`src/rtl/alu_arb_pkg.sv`:
```
// Shared types for the ALU arbiter: opcodes, NZCV flag struct and arbiter states.
// Optional build macro ALU_ARB_FIXED_PRIO_EN selects fixed-priority arbitration.
package alu_arb_pkg;

    typedef logic [3:0] alu_op_t;

    localparam alu_op_t ALU_AND = 4'b0000;
    localparam alu_op_t ALU_EOR = 4'b0001;
    localparam alu_op_t ALU_SUB = 4'b0010;
    localparam alu_op_t ALU_RSB = 4'b0011;
    localparam alu_op_t ALU_ADD = 4'b0100;
    localparam alu_op_t ALU_ADC = 4'b0101;
    localparam alu_op_t ALU_SBC = 4'b0110;
    localparam alu_op_t ALU_RSC = 4'b0111;
    localparam alu_op_t ALU_TST = 4'b1000;
    localparam alu_op_t ALU_TEQ = 4'b1001;
    localparam alu_op_t ALU_CMP = 4'b1010;
    localparam alu_op_t ALU_CMN = 4'b1011;
    localparam alu_op_t ALU_ORR = 4'b1100;
    localparam alu_op_t ALU_MOV = 4'b1101;
    localparam alu_op_t ALU_BIC = 4'b1110;
    localparam alu_op_t ALU_NOT = 4'b1111;

    typedef struct packed {
        logic n;
        logic z;
        logic c;
        logic v;
    } nzcv_t;

    typedef enum logic [1:0] {
        IDLE,
        EXEC,
        RESP
    } arb_state_t;

    // Index width for 2..4 requesters.
    function automatic int idx_width(input int n);
        return (n > 2) ? 2 : 1;
    endfunction

endpackage

```
`src/rtl/alu_share_arb_rr_pick.sv`:
```
// One-hot requester picker: round-robin after last_grant, or lowest index wins
// when ALU_ARB_FIXED_PRIO_EN is defined (last_grant port then disappears).
module rr_pick
    import alu_arb_pkg::*;
#(
    parameter int NREQ = 2
) (
    input  logic [NREQ-1:0]              req,
`ifndef ALU_ARB_FIXED_PRIO_EN
    input  logic [idx_width(NREQ)-1:0]   last_grant,
`endif
    output logic [NREQ-1:0]              grant
);

    logic found;

`ifndef ALU_ARB_FIXED_PRIO_EN
    // First pass looks above last_grant, second pass wraps to the bottom.
    always_comb begin
        grant = '0;
        found = 1'b0;
        for (int i = 0; i < NREQ; i++) begin
            if (!found && req[i] && (i > int'(last_grant))) begin
                grant[i] = 1'b1;
                found    = 1'b1;
            end
        end
        for (int i = 0; i < NREQ; i++) begin
            if (!found && req[i]) begin
                grant[i] = 1'b1;
                found    = 1'b1;
            end
        end
    end
`else
    always_comb begin
        grant = '0;
        found = 1'b0;
        for (int i = 0; i < NREQ; i++) begin
            if (!found && req[i]) begin
                grant[i] = 1'b1;
                found    = 1'b1;
            end
        end
    end
`endif

endmodule

```
`src/rtl/alu_share_arb.sv`:
```
// Shares one combinational ALU among NREQ requesters and owns the NZCV register.
// Define ALU_ARB_FIXED_PRIO_EN for fixed priority instead of round-robin.
module alu_share_arb
    import alu_arb_pkg::*;
#(
    parameter int NREQ = 2,
    parameter int W    = 32
) (
    input  logic                clk,
    input  logic                rst_n,
    input  logic [NREQ-1:0]     req_valid,
    output logic [NREQ-1:0]     req_ready,
    input  logic [NREQ*4-1:0]   req_op,
    input  logic [NREQ*W-1:0]   req_rn,
    input  logic [NREQ*W-1:0]   req_src2,
    input  logic [NREQ-1:0]     req_setf,
    output logic [NREQ-1:0]     resp_valid,
    input  logic [NREQ-1:0]     resp_ready,
    output logic [W-1:0]        resp_rd,
    output logic [3:0]          resp_flags,
    output logic [3:0]          flags_q,
    output logic [W-1:0]        alu_rn,
    output logic [W-1:0]        alu_src2,
    output logic [3:0]          alu_ctrl,
    input  logic [W-1:0]        alu_rd,
    input  logic [3:0]          alu_flags,
    output logic                busy
);

    localparam int IDXW = idx_width(NREQ);

    arb_state_t        state;
    logic [IDXW-1:0]   grant_idx;
    logic [NREQ-1:0]   pick;
    logic [IDXW-1:0]   win_idx;
    alu_op_t           sel_op;
    logic [W-1:0]      sel_rn;
    logic [W-1:0]      sel_src2;
    logic              sel_setf;

    alu_op_t           op_q;
    logic [W-1:0]      rn_q;
    logic [W-1:0]      src2_q;
    logic              setf_q;
    logic [NREQ-1:0]   resp_valid_r;
    logic [W-1:0]      resp_rd_r;
    nzcv_t             resp_flags_r;
    nzcv_t             flags_r;

`ifndef ALU_ARB_FIXED_PRIO_EN
    logic [IDXW-1:0]   last_grant;

    rr_pick #(.NREQ(NREQ)) u_pick (
        .req        (req_valid),
        .last_grant (last_grant),
        .grant      (pick)
    );

    // Reset value makes requester 0 the first winner.
    always_ff @(posedge clk or negedge rst_n) begin
        if (!rst_n) begin
            last_grant <= IDXW'(NREQ - 1);
        end else if (state == IDLE && |pick) begin
            last_grant <= win_idx;
        end
    end
`else
    rr_pick #(.NREQ(NREQ)) u_pick (
        .req   (req_valid),
        .grant (pick)
    );
`endif

    // Encode the winner and mux out its operation fields.
    always_comb begin
        win_idx  = '0;
        sel_op   = ALU_AND;
        sel_rn   = '0;
        sel_src2 = '0;
        sel_setf = 1'b0;
        for (int i = 0; i < NREQ; i++) begin
            if (pick[i]) begin
                win_idx  = IDXW'(i);
                sel_op   = req_op[i*4 +: 4];
                sel_rn   = req_rn[i*W +: W];
                sel_src2 = req_src2[i*W +: W];
                sel_setf = req_setf[i];
            end
        end
    end

    always_ff @(posedge clk or negedge rst_n) begin
        if (!rst_n) begin
            state        <= IDLE;
            grant_idx    <= '0;
            op_q         <= ALU_AND;
            rn_q         <= '0;
            src2_q       <= '0;
            setf_q       <= 1'b0;
            resp_valid_r <= '0;
            resp_rd_r    <= '0;
            resp_flags_r <= '0;
            flags_r      <= '0;
        end else begin
            case (state)
                IDLE: begin
                    if (|pick) begin
                        op_q      <= sel_op;
                        rn_q      <= sel_rn;
                        src2_q    <= sel_src2;
                        setf_q    <= sel_setf;
                        grant_idx <= win_idx;
                        state     <= EXEC;
                    end
                end
                EXEC: begin
                    resp_rd_r    <= alu_rd;
                    resp_flags_r <= nzcv_t'(alu_flags);
                    if (setf_q) begin
                        flags_r <= nzcv_t'(alu_flags);
                    end
                    resp_valid_r <= NREQ'(1) << grant_idx;
                    state        <= RESP;
                end
                RESP: begin
                    if (resp_ready[grant_idx]) begin
                        resp_valid_r <= '0;
                        state        <= IDLE;
                    end
                end
                default: begin
                    resp_valid_r <= '0;
                    state        <= IDLE;
                end
            endcase
        end
    end

    // The op registers double as the ALU drive so the operands hold outside EXEC.
    assign alu_rn     = rn_q;
    assign alu_src2   = src2_q;
    assign alu_ctrl   = op_q;

    assign req_ready  = (state == IDLE) ? pick : '0;
    assign resp_valid = resp_valid_r;
    assign resp_rd    = resp_rd_r;
    assign resp_flags = resp_flags_r;
    assign flags_q    = flags_r;
    assign busy       = (state != IDLE);

endmodule

```
`config.mk`:
```
export PLATFORM = sky130hd
export DESIGN_NAME = alu_share_arb
export DESIGN_NICKNAME = d
export VERILOG_FILES = /design/src/rtl/alu_arb_pkg.sv /design/src/rtl/alu_share_arb_rr_pick.sv /design/src/rtl/alu_share_arb.sv
export SDC_FILE = /design/constraint.sdc
export NUM_CORES = 1
export LEC_CHECK = 0
export ABC_AREA = 1
export BUFFER_PORTS_ARGS = -buffer_cell sky130_fd_sc_hd__buf_2
export CORE_AREA = 2 2 115 117
export DETAILED_ROUTE_END_ITERATION = 10
export DIE_AREA = 0 0 117 119
export MAX_ROUTING_LAYER = met4
export PLACE_DENSITY = 0.76
export SLEW_MARGIN = 20
export SYNTH_ARGS = -nofsm -noshare
export SYNTH_HDL_FRONTEND = slang
export SYNTH_SLANG_ARGS = --single-unit
export TNS_END_PERCENT = 20
```
`constraint.sdc`:
```
create_clock -name clk -period 3.8 [get_ports clk]
set_clock_uncertainty 0.15 [all_clocks]
set_input_delay 0.19 -clock clk [delete_from_list [all_inputs] [get_ports clk]]
set_output_delay 0.19 -clock clk [all_outputs]
set_load 0.05 [all_outputs]
```
Word level (Yosys, flattened, before mapping)
Cells that the tools add are included.
{"block": "totals", "reg_bits": 115, "out_inout_bits": 113}
{"block": "op_classes", "order_cmp": 2, "eq_ne": 4, "shift": 1, "muxes": 20, "n_bitwise": 1, "reduce_logical": 13}
{"operator": "2-to-1 mux 32 bit", "count": 4}
{"operator": "one-hot mux 2 bit (3 select lines)", "count": 2}
{"operator": "2-to-1 mux 1 bit", "count": 9}
{"operator": "2-to-1 mux 4 bit", "count": 2}
{"operator": "AND reduction 2 bit", "count": 4}
{"operator": "2-to-1 mux 2 bit", "count": 3}
{"operator": "logical AND 1 bit", "count": 4}
{"operator": "== test 2 x 1 -> 1 bit (second input constant)", "count": 1}
{"operator": "== test 2 bit (second input constant)", "count": 1}
{"operator": "zero test 1 bit", "count": 2}
{"operator": "zero test 2 bit", "count": 1}
{"operator": "< comparator 1 x 2 -> 1 bit (second input constant)", "count": 1}
{"operator": "!= test 2 x 1 -> 1 bit (second input constant)", "count": 1}
{"operator": "!= test 2 bit (second input constant)", "count": 1}
{"operator": "nonzero test 2 bit", "count": 1}
{"operator": "OR reduction 2 bit", "count": 1}
{"operator": "<< shifter 1 x 1 -> 2 bit (first input constant)", "count": 1}
{"operator": "greater-than comparator 1 bit (first input constant)", "count": 1}
{"operator": "inverter 1 bit", "count": 1}

Logic depth before layout (Yosys ltp)
Gate-level depths: netlist of run 1.
{"block": "depth", "word_depth": 12, "depth_mapped": 8}

By module
Synthesis of run 1 repeated with hierarchy kept, for this count alone.
{"block": "hier_totals", "hier_cells": 723, "area_unflattened_um2": 5317.6}
{"module": "alu_share_arb", "instances": 1, "cells_per_inst": 718, "area_each_um2": 5297.6}
{"module": "rr_pick", "instances": 1, "cells_per_inst": 5, "area_each_um2": 20.0}

Worst setup path after synthesis of run 1
Ideal clock, no wire load.
{"block": "synth_timing", "path_type": "reg2out", "from": "reg state[0]", "to": "out req_ready[0]", "arrival_ps": 1622, "setup_slack_ps": 1838, "stages_incl_launch_ff": 4, "n_path_buf": 0, "path_cell_list": "dfrtp_1 > nor2_1 > inv_1 > nor2_1"}
{"block": "synth_via", "elab_chain_len": 2}
{"element": "start: declaration", "line": "alu_share_arb.sv:32", "rtl": "arb_state_t state;"}
{"element": "start signal: assignment", "line": "alu_share_arb.sv:94", "rtl": "state <= IDLE;"}
{"element": "start signal: assignment", "line": "alu_share_arb.sv:113", "rtl": "state <= EXEC;"}
{"element": "start signal: assignment", "line": "alu_share_arb.sv:123", "rtl": "state <= RESP;"}
{"element": "zero test 2 bit", "line": "alu_share_arb.sv:144", "rtl": "assign req_ready = (state == IDLE) ? pick : '0;"}
{"element": "2-to-1 mux 2 bit", "line": "alu_share_arb.sv:144"}
{"element": "end: declaration", "line": "alu_share_arb.sv:12", "rtl": "output logic [NREQ-1:0] req_ready,"}
No other way between the ends.

Worst setup path in the final report of run 1
{"block": "layout_timing", "from": "reg last_grant", "to": "reg rn_q[6], in the netlist alu_rn[6]"}
{"block": "layout_via", "elab_chain_len": 11, "word_cells_on_any_way": 14}
{"element": "start: declaration", "line": "alu_share_arb.sv:51", "rtl": "logic [IDXW-1:0] last_grant;"}
{"element": "start signal: assignment", "line": "alu_share_arb.sv:62", "rtl": "last_grant <= IDXW'(NREQ - 1);"}
{"element": "start signal: assignment", "line": "alu_share_arb.sv:64", "rtl": "last_grant <= win_idx;"}
{"element": "greater-than comparator 1 bit *", "line": "alu_share_arb_rr_pick.sv:23", "rtl": "if (!found && req[i] && (i > int'(last_grant))) begin"}
{"element": "logical AND 1 bit *", "line": "alu_share_arb_rr_pick.sv:23"}
{"element": "2-to-1 mux 1 bit *", "line": "alu_share_arb_rr_pick.sv:23"}
{"element": "zero test 1 bit", "line": "alu_share_arb_rr_pick.sv:29", "rtl": "if (!found && req[i]) begin"}
{"element": "logical AND 1 bit", "line": "alu_share_arb_rr_pick.sv:29"}
{"element": "2-to-1 mux 1 bit", "line": "alu_share_arb_rr_pick.sv:29"}
{"element": "zero test 1 bit", "line": "alu_share_arb_rr_pick.sv:29"}
{"element": "logical AND 1 bit", "line": "alu_share_arb_rr_pick.sv:29"}
{"element": "2-to-1 mux 1 bit", "line": "alu_share_arb_rr_pick.sv:29"}
{"element": "OR reduction 2 bit", "line": "alu_share_arb.sv:107", "rtl": "if (|pick) begin"}
{"element": "AND reduction 2 bit (no source line)"}
{"element": "end signal: assignment", "line": "alu_share_arb.sv:109", "rtl": "rn_q <= sel_rn;"}
{"element": "end: declaration", "line": "alu_share_arb.sv:42", "rtl": "logic [W-1:0] rn_q;"}
Every way passes the cells marked *; elsewhere a longest branch is shown, timed or not.
A chain may end at the register's enable or synchronous reset.

==> run metrics, run 1 <==
largest net degree at the start of global routing=72; power density over cell area=857 mW/mm²; WP depth=8; Worst Tran Pin Value=983 ps; max_slew headroom=0.343; P_int=3.84 mW; num ports=293; DIE HEIGHT=119 µm; worst path required time=3990 ps; Register Area=0.00288 mm²; CTS tree=done; CP Buf/Inv Count=3; slowest cell delay on critical path=690 ps; total negative slack=0 ps; RSZ-0062 raised after global routing=false; CP dominant cell by count=nand2_1; Worst VDD drop=476 µV; Reg power frac=0.263; Multi-input gate area=0.00227 mm²; worst-case clock buffer depth=2; Leakage=5.34 nW; area of placed instances=0.00695 mm²; fin util=0.718; Crit Path Max Fanout=45; fmax=352 MHz; HPWL Detailed=11200 µm; Filler cells=953; Critical Path Slowest Stage Cell=nand2_2; max capacitance violation total=0; Net Count, Synth=907; Yosys reg bits=115; CP endpoint kind=register; outcome=finished clean; WHS Path Cells=5; Root Buffer=clkbuf_16; Clk pin slew, worst setup/hold paths=50 ps; Final min period=2840 ps; crit share post-route=0.748; Routed WL per cell=15.1 µm; routability cong.=0.847; drt pass-1 iters=5; Area growth syn-to-layout=70.5%; Die Area=0.0139 mm²; Setup CP Type=register to register; Die Width=117 µm; total wire length=20500 µm; synthesized cell area=0.00542 mm²; number of nets with antenna violations after routing=0; GRT Total Usage=0.309; # port buffers=292; Top delay family on crit path=simple AND/OR/NAND/NOR gates; r2r worst-path depth=8; mean area per synthesized cell=7.46 µm²; Cell variety after synth=16; post_cts resized=0; Net Sw Frac=0.516; core area=0.0129 mm²; first-pass GRT wire length=32600 µm; layout cells sized above 1=0.281; Finished Cell Area=0.00924 mm²; WP data arrival=3030 ps; Clock Power Share=0.188; vias in the first global route=6855; synth warn=0; Core Rows=42; Syn Inst Count=727; endpoints failing setup=0; Hold WC Path Type=input pin to register; H-tree depth=4; CTS buffer count=17; # DRC=0; nets@finish=1349; Comb power frac=0.549; initial DRC count=462; final hold viol count=0; clock sinks=115; Initial Util=0.421; startpoint types=register; via count=6773; antenna violations before repair=2; total grt overflow=0; Slew Limit Fails=0; worst-path cell chain=inv_1, nand2_2, buf_4, nand3_1, nand2_1, dlygate4sd3_1, nand2_1, nand2_1; drt via density=4.99; post-synthesis sequential area ratio=0.531; Skew-Pair Late Insertion Delay=400 ps; Net Switching=4.09 mW
-- layout by cell type (no fill, tap or decap), types with 2 or more instances in the layout --
cell and instances:
nor2_1 3, clkinv_2 5, buf_4 8, dlygate4sd3_1 174
clkbuf_8 2, nand2_2 2, inv_1 9, nand3_1 139
bufinv_16 2, clkbuf_16 17, o21ai_0 10, dfrtp_1 114
nand2_1 394, clkbuf_1 2, diode_2 2, buf_2 291
-- logic make-up after synthesis --
| logic type | synth area share |
|---|---|
| and+or+nand+nor | 0.405 |
| buffers and inverters | 0.0501 |
| DFF | 0.531 |
| AOI/OAI and AO/OA | 0.0136 |
-- cell type report --
| class | instances | area share |
|---|---|---|
| timing repair buffer | 474 | 0.355 |
| antenna | 2 | 0.000542 |
| inverter | 11 | 0.00447 |
| sequential | 115 | 0.312 |
| clock buffer | 21 | 0.0498 |
| tap | 176 | 0.0238 |
| multi-input combinational | 550 | 0.246 |
| clock inverter | 7 | 0.00921 |
-- cells in the mapped netlist, drive strengths merged --
library cell	count	area [µm²]
a21boi	1	7.51
dfstp	1	26.3
inv	10	37.5
dfrtp	114	2850
o21ai	11	66.3
clkinv	1	3.75
nand3	139	696
nand2	396	1490
clkbuf	20	75.1
buf	31	155
nor2	3	11.3
-- flip-flops by register name, indices dropped and copies added (netlist names) --
signal and flops:
alu_ctrl 4, alu_rn 32, alu_src2 32, flags_q 4, grant_idx 1, last_grant 1
resp_flags 4, resp_rd 32, resp_valid 2, setf_q 1, state 2
-- through the flow --
| step | power (mW) | instances | hold slack, ps | setup WS (ps) |
|---|---|---|---|---|
| after floorplan | 5.09 | 727 | -256 | 1840 |
| after global placement | 6.05 | 1152 | 165 | 1170 |
| after detailed placement | 6.11 | 1152 | 175 | 1110 |
| after CTS | 7.88 | 1354 | 13.5 | 998 |
| after global routing | 8.38 | 1356 | 92.8 | 746 |
| final | 7.92 | 1356 | 63.5 | 957 |
-- final timing paths --
kind / end / slack [ps] / from
setup reg to reg: alu_rn[6] / 960 / last_grant
setup / recovery: alu_rn[6] / 960 / last_grant
hold / removal: alu_src2[26] / 60 / req_src2[58]
max in group asynchronous: alu_rn[24] / 2440 / rst_n
hold reg to reg: resp_valid[0] / 310 / resp_valid[0]
min in group asynchronous: resp_flags[3] / 280 / rst_n
-- power by group through the flow --
stage	registers [mW]	logic, mW	clock network, mW
floorplan	3.88	1.21	0
finish	2.09	4.35	1.49
global placement	2.07	3.98	0
detailed placement	2.07	4.04	0
global route	2.14	4.67	1.56
CTS	2.07	4.31	1.51
-- repair_timing --
item,CTS,global route
setup endpoints to repair,0,0
hold endpoints to repair,168,0
hold buffers,174,0
setup buffers,0,0
-- worst reg2reg max path: stages, from the launching register on --
cell           delay (ps)
dfstp_2               540
inv_1                  60
nand2_2               690
buf_4                 420
nand3_1               110
nand2_1               100
dlygate4sd3_1         560
nand2_1                60
nand2_1                90
-- metal layers --
metal | share of wire | track usage | up-vias | wire [µm]
li1 | - | - | 3175 | -
met1 | 0.38 | 0.338 | 3129 | 7860
met2 | 0.50 | 0.516 | 386 | 10300
met3 | 0.064 | 0.0646 | 83 | 1320
met4 | 0.050 | 0.178 | 0 | 1020
met5 | 0 | - | - | 0
(Power assumes the default switching activity.)
==> run 2, diff against run 1 <==
Settings changed: CORE_AREA 2 2 115 117 to unset, CORE_MARGIN set to 1.5, CORE_UTILIZATION set to 45, DIE_AREA 0 0 117 119 to unset, PLACE_DENSITY 0.76 to 0.79.
Clock period 3.8 ns to 2.78 ns, I/O delays scaled along.
==> run 2 against run 1 <==
Register-to-register slack worse by 760 ps. Sequential share of layout area is 0.30 points lower. Combinational power is 40% higher. Routed wire length is 10% higher. Die area is 8.7% lower. Critical path type unchanged. Core utilization is 8.9 points higher. Count of clock-buffer cells in the layout is 3 lower. Final area is 0.96% higher. Largest power group unchanged. Largest cell class unchanged.
==> run metrics, run 2 (synthesis results as in run 1) <==
Worst Tran Pin Value=740 ps; drt via density=5.40; post_cts resized=0; antenna violations before repair=1; HPWL Detailed=11700 µm; Die Area=0.0127 mm²; Final min period=2580 ps; nets@finish=1356; Filler cells=701; commonest cells after routing, fill and taps aside=394 x nand2_1, 291 x buf_2, 177 x dlygate4sd3_1; num ports=293; Hold WC Path Type=input pin to async pin; Skew-Pair Late Insertion Delay=400 ps; worst-path cell chain=nand2_2, buf_4, nand3_1, nand2_1, dlygate4sd3_1, nand2_1, nand2_1; Critical Path Slowest Stage Cell=dlygate4sd3_1; final hold viol count=0; Final WS setup=200 ps; Initial Util=0.469; routability cong.=0.833; CTS tree=done; Root Buffer=clkbuf_16; fin util=0.807; Routed WL per cell=17.0 µm; worst-case clock buffer depth=2; core area=0.0116 mm²; worst path required time=2970 ps; power density over cell area=1200 mW/mm²; Worst VDD drop=767 µV; DIE HEIGHT=113 µm; postcts setup bufs=0; Clk pin slew, worst setup/hold paths=60 ps; RSZ-0062 raised after global routing=false; endpoints failing setup=0; Layout Cells excl Fill=1333; fmax=388 MHz; first-pass GRT wire length=36300 µm; Setup CP Type=register to register; crit share post-route=0.928; max_slew headroom=0.507; WP data arrival=2770 ps; total grt overflow=0; total negative slack=0 ps; total wire length=22600 µm; Core Rows=39; hold buffers post-CTS=177; initial DRC count=900; CP endpoint kind=register; CTS buffer count=17; outcome=finished clean; vias in the first global route=7427; reg2reg setup slack=200 ps; drt pass-1 iters=6; largest net degree at the start of global routing=70; most common cell after layout, fill and taps aside=nand2_1; number of nets with antenna violations after routing=0; pre-CTS WS=747 ps; H-tree depth=4; Slew Limit Fails=0; Die Width=113 µm; # DRC=0; max capacitance violation total=0; Inst Count DP=1123; startpoint types=register; slowest cell delay on critical path=560 ps; clock sinks=115; # port buffers=292; Area growth syn-to-layout=72.1%; CP dominant cell by count=nand2_1; Leakage=5.38 nW; layout cells sized above 1=0.287; via count=7192; Crit Path Max Fanout=44; GRT Total Usage=0.375
## run 2: cell count changes in the layout (fill, tap and decap cells not counted), moves of 2 or more
cell	before	now
clkinv_4	0	2
buf_4	8	12
clkbuf_1	2	0
inv_6	0	3
clkinvlp_4	0	6
dlygate4sd3_1	174	177
clkinv_2	5	0
## run 2: final cells by class
type,count,area (µm²),share of cell area
timing repair buffer,481,3340,0.358
sequential,115,2880,0.309
multi-input combinational,550,2270,0.244
clock buffer,18,439,0.0471
clock inverter,14,179,0.0192
tap,143,179,0.0192
inverter,11,41.3,0.00443
antenna,1,2.50,0.000268
## run 2: path summary, 6_finish.rpt
path,startpoint,end,cells past startpoint
min in group clk,req_valid[1],last_grant,4
worst max register to register,last_grant,alu_rn[6],7
worst max-delay path,last_grant,alu_rn[6],7
worst min-delay path,rst_n,resp_rd[17],2
max in group asynchronous,rst_n,last_grant,3
worst min register to register,resp_valid[1],resp_valid[1],2
## run 2: metrics by stage
stage | power [mW] | cell area, µm² | hold WS, ps
floorplan | 6.96 | 5420 | -307
global placement | 8.28 | 6940 | -25.8
detailed placement | 8.37 | 6940 | -20.1
CTS | 11.0 | 9330 | 88.5
global route | 11.8 | 9330 | 153
finish | 11.2 | 9330 | 120
## run 2: report_power, final
| part | switching [mW] | leakage, nW | internal (mW) | total [mW] |
|---|---|---|---|---|
| Sequential | 0.428 | 1.44 | 2.44 | 2.87 |
| Combinational | 4.60 | 3.65 | 1.50 | 6.09 |
| Clock | 0.818 | 0.282 | 1.44 | 2.26 |
## run 2: metal layers
| layer | up-vias | wire length (µm) | GRT usage |
|---|---|---|---|
| met1 | 3344 | 7830 | 0.397 |
| met3 | 146 | 1790 | 0.0755 |
| li1 | 3187 | - | - |
| met4 | 0 | 1480 | 0.247 |
| met5 | - | 0 | - |
| met2 | 515 | 11500 | 0.641 |
## run 2: critical path: cells and delay by family (launching register included)
family / cells / cell delay [ps]
buffers and inverters: 2 / 1070
flip-flops: 1 / 380
AND/OR/NAND/NOR: 5 / 870
==> run 3, diff against run 2 <==
Settings changed: CELL_PAD_IN_SITES_DETAIL_PLACEMENT set to 1, CELL_PAD_IN_SITES_GLOBAL_PLACEMENT set to 1, CORE_UTILIZATION 45 to 31, CTS_CLUSTER_SIZE set to 40, PLACE_DENSITY 0.79 to 0.8.
==> run 3 against run 2 <==
Register-to-register slack gained 97 ps. Final cell count grew 6.5%. Clock power is essentially flat. Combinational power grew 2%. Sequential power is essentially flat. Final area grew 1.4%. Non-clock buffer count shrank 1. Via count shrank 2.7%. Largest power group unchanged.
==> run metrics, run 3 (synthesis results as in run 1) <==
outcome=finished clean; layout cells sized above 1=0.285; most common cell after layout, fill and taps aside=nand2_1; drt via density=4.93; clock sinks=115; area of placed instances=0.00706 mm²; initial DRC count=282; total grt overflow=0; hold buffers post-CTS=177; DIE HEIGHT=135 µm; WP data arrival=2680 ps; vias in the first global route=7862; CTS tree=done; Crit Path Max Fanout=69; postcts setup bufs=0; Final min period=2480 ps; Inst Count DP=1204; r2r worst-path depth=7; worst-case clock buffer depth=2; final hold viol count=0; GRT Total Usage=0.299; Skew-Pair Late Insertion Delay=410 ps; RSZ-0062 raised after global routing=false; Min Hold Slack=53.4 ps; Net Sw Frac=0.520; Filler cells=2137; max capacitance violation total=0; Area growth syn-to-layout=74.5%; Comb power frac=0.547; antenna violations before repair=7; nets@finish=1355; HPWL Detailed=13600 µm; total negative slack=0 ps; drt pass-1 iters=4; Clk pin slew, worst setup/hold paths=60 ps; # DRC=0; Routed WL per cell=18.6 µm; Worst VDD drop=718 µV; first-pass GRT wire length=40700 µm; power density over cell area=1200 mW/mm²; # port buffers=292; post_cts resized=0; worst path required time=2970 ps; Clock Power Share=0.200; Root Buffer=clkbuf_16; routability cong.=0.776; largest net degree at the start of global routing=70; Setup CP Type=register to register; max_slew headroom=0.448; endpoints failing setup=0; Initial Util=0.316; startpoint types=register; CP endpoint kind=register; Hold WC Path Type=input pin to async pin; Die Width=135 µm; Slew Limit Fails=0; crit share post-route=0.893; Core Rows=48; Worst R2R End=alu_src2[28]; core area=0.0172 mm²; H-tree depth=4; fmax=403 MHz; number of nets with antenna violations after routing=0; Net Switching=5.92 mW; Worst Tran Pin Value=827 ps; via count=6996; Leakage=5.40 nW; reg2reg setup slack=300 ps; num ports=293; Finished Cell Area=0.00946 mm²; P_int=5.45 mW; CTS buffer count=17; Die Area=0.0183 mm²; Layout Cells excl Fill=1419; worst reg2reg startpoint=last_grant; commonest cells after routing, fill and taps aside=394 x nand2_1, 291 x buf_2, 177 x dlygate4sd3_1; total wire length=26400 µm; Reg power frac=0.253; fin util=0.551
[run 3: worst max-delay path: stages (launching register included)]
cell and delay (ps):
dfstp_2 370, nand2_2 50, buf_4 610, nand3_1 240, nand2_1 200, dlygate4sd3_1 600, nand2_1 60, nand2_1 60
[run 3: power groups by stage]
stage	Sequential (mW)	Combinational, mW	Clock (mW)
global placement	2.81	5.58	0
finish	2.87	6.22	2.28
CTS	2.83	6.07	2.31
detailed placement	2.84	5.68	0
global route	2.96	6.60	2.38
floorplan	5.31	1.65	0
[run 3: through the flow]
step	setup WS [ps]	total power, mW
6_report	297	11.4
5_1_grt	141	11.9
4_1_cts	310	11.2
3_5_place_dp	911	8.51
3_3_place_gp	929	8.39
2_1_floorplan	869	6.96
[run 3: worst max-delay path by stage]
stage                      start      endpoint  slack, ps  cells after the start
floorplan               state[0]  req_ready[0]        870                      3
global route          last_grant     alu_rn[9]        140                      8
detailed placement  req_valid[0]  alu_src2[15]        910                      7
finish                last_grant  alu_src2[28]        300                      7
global placement    req_valid[0]  alu_src2[15]        930                      7
CTS                   last_grant    alu_rn[27]        310                      8
[run 3: per-layer routing]
metal,global-route usage,vias to the layer above,share of wire
li1,-,3194,-
met1,0.307,3432,0.37
met2,0.528,288,0.53
met3,0.0602,82,0.051
met4,0.173,0,0.050
met5,-,-,0
[run 3: cell type report]
cell class | count | area, µm² | area share
Multi-Input combinational cell | 550 | 2270 | 0.240
Tap cell | 225 | 282 | 0.0298
Clock buffer | 22 | 484 | 0.0512
Clock inverter | 9 | 128 | 0.0135
Antenna cell | 7 | 17.5 | 0.00185
Timing Repair Buffer | 480 | 3360 | 0.355
Sequential cell | 115 | 2880 | 0.304
Inverter | 11 | 41.3 | 0.00437
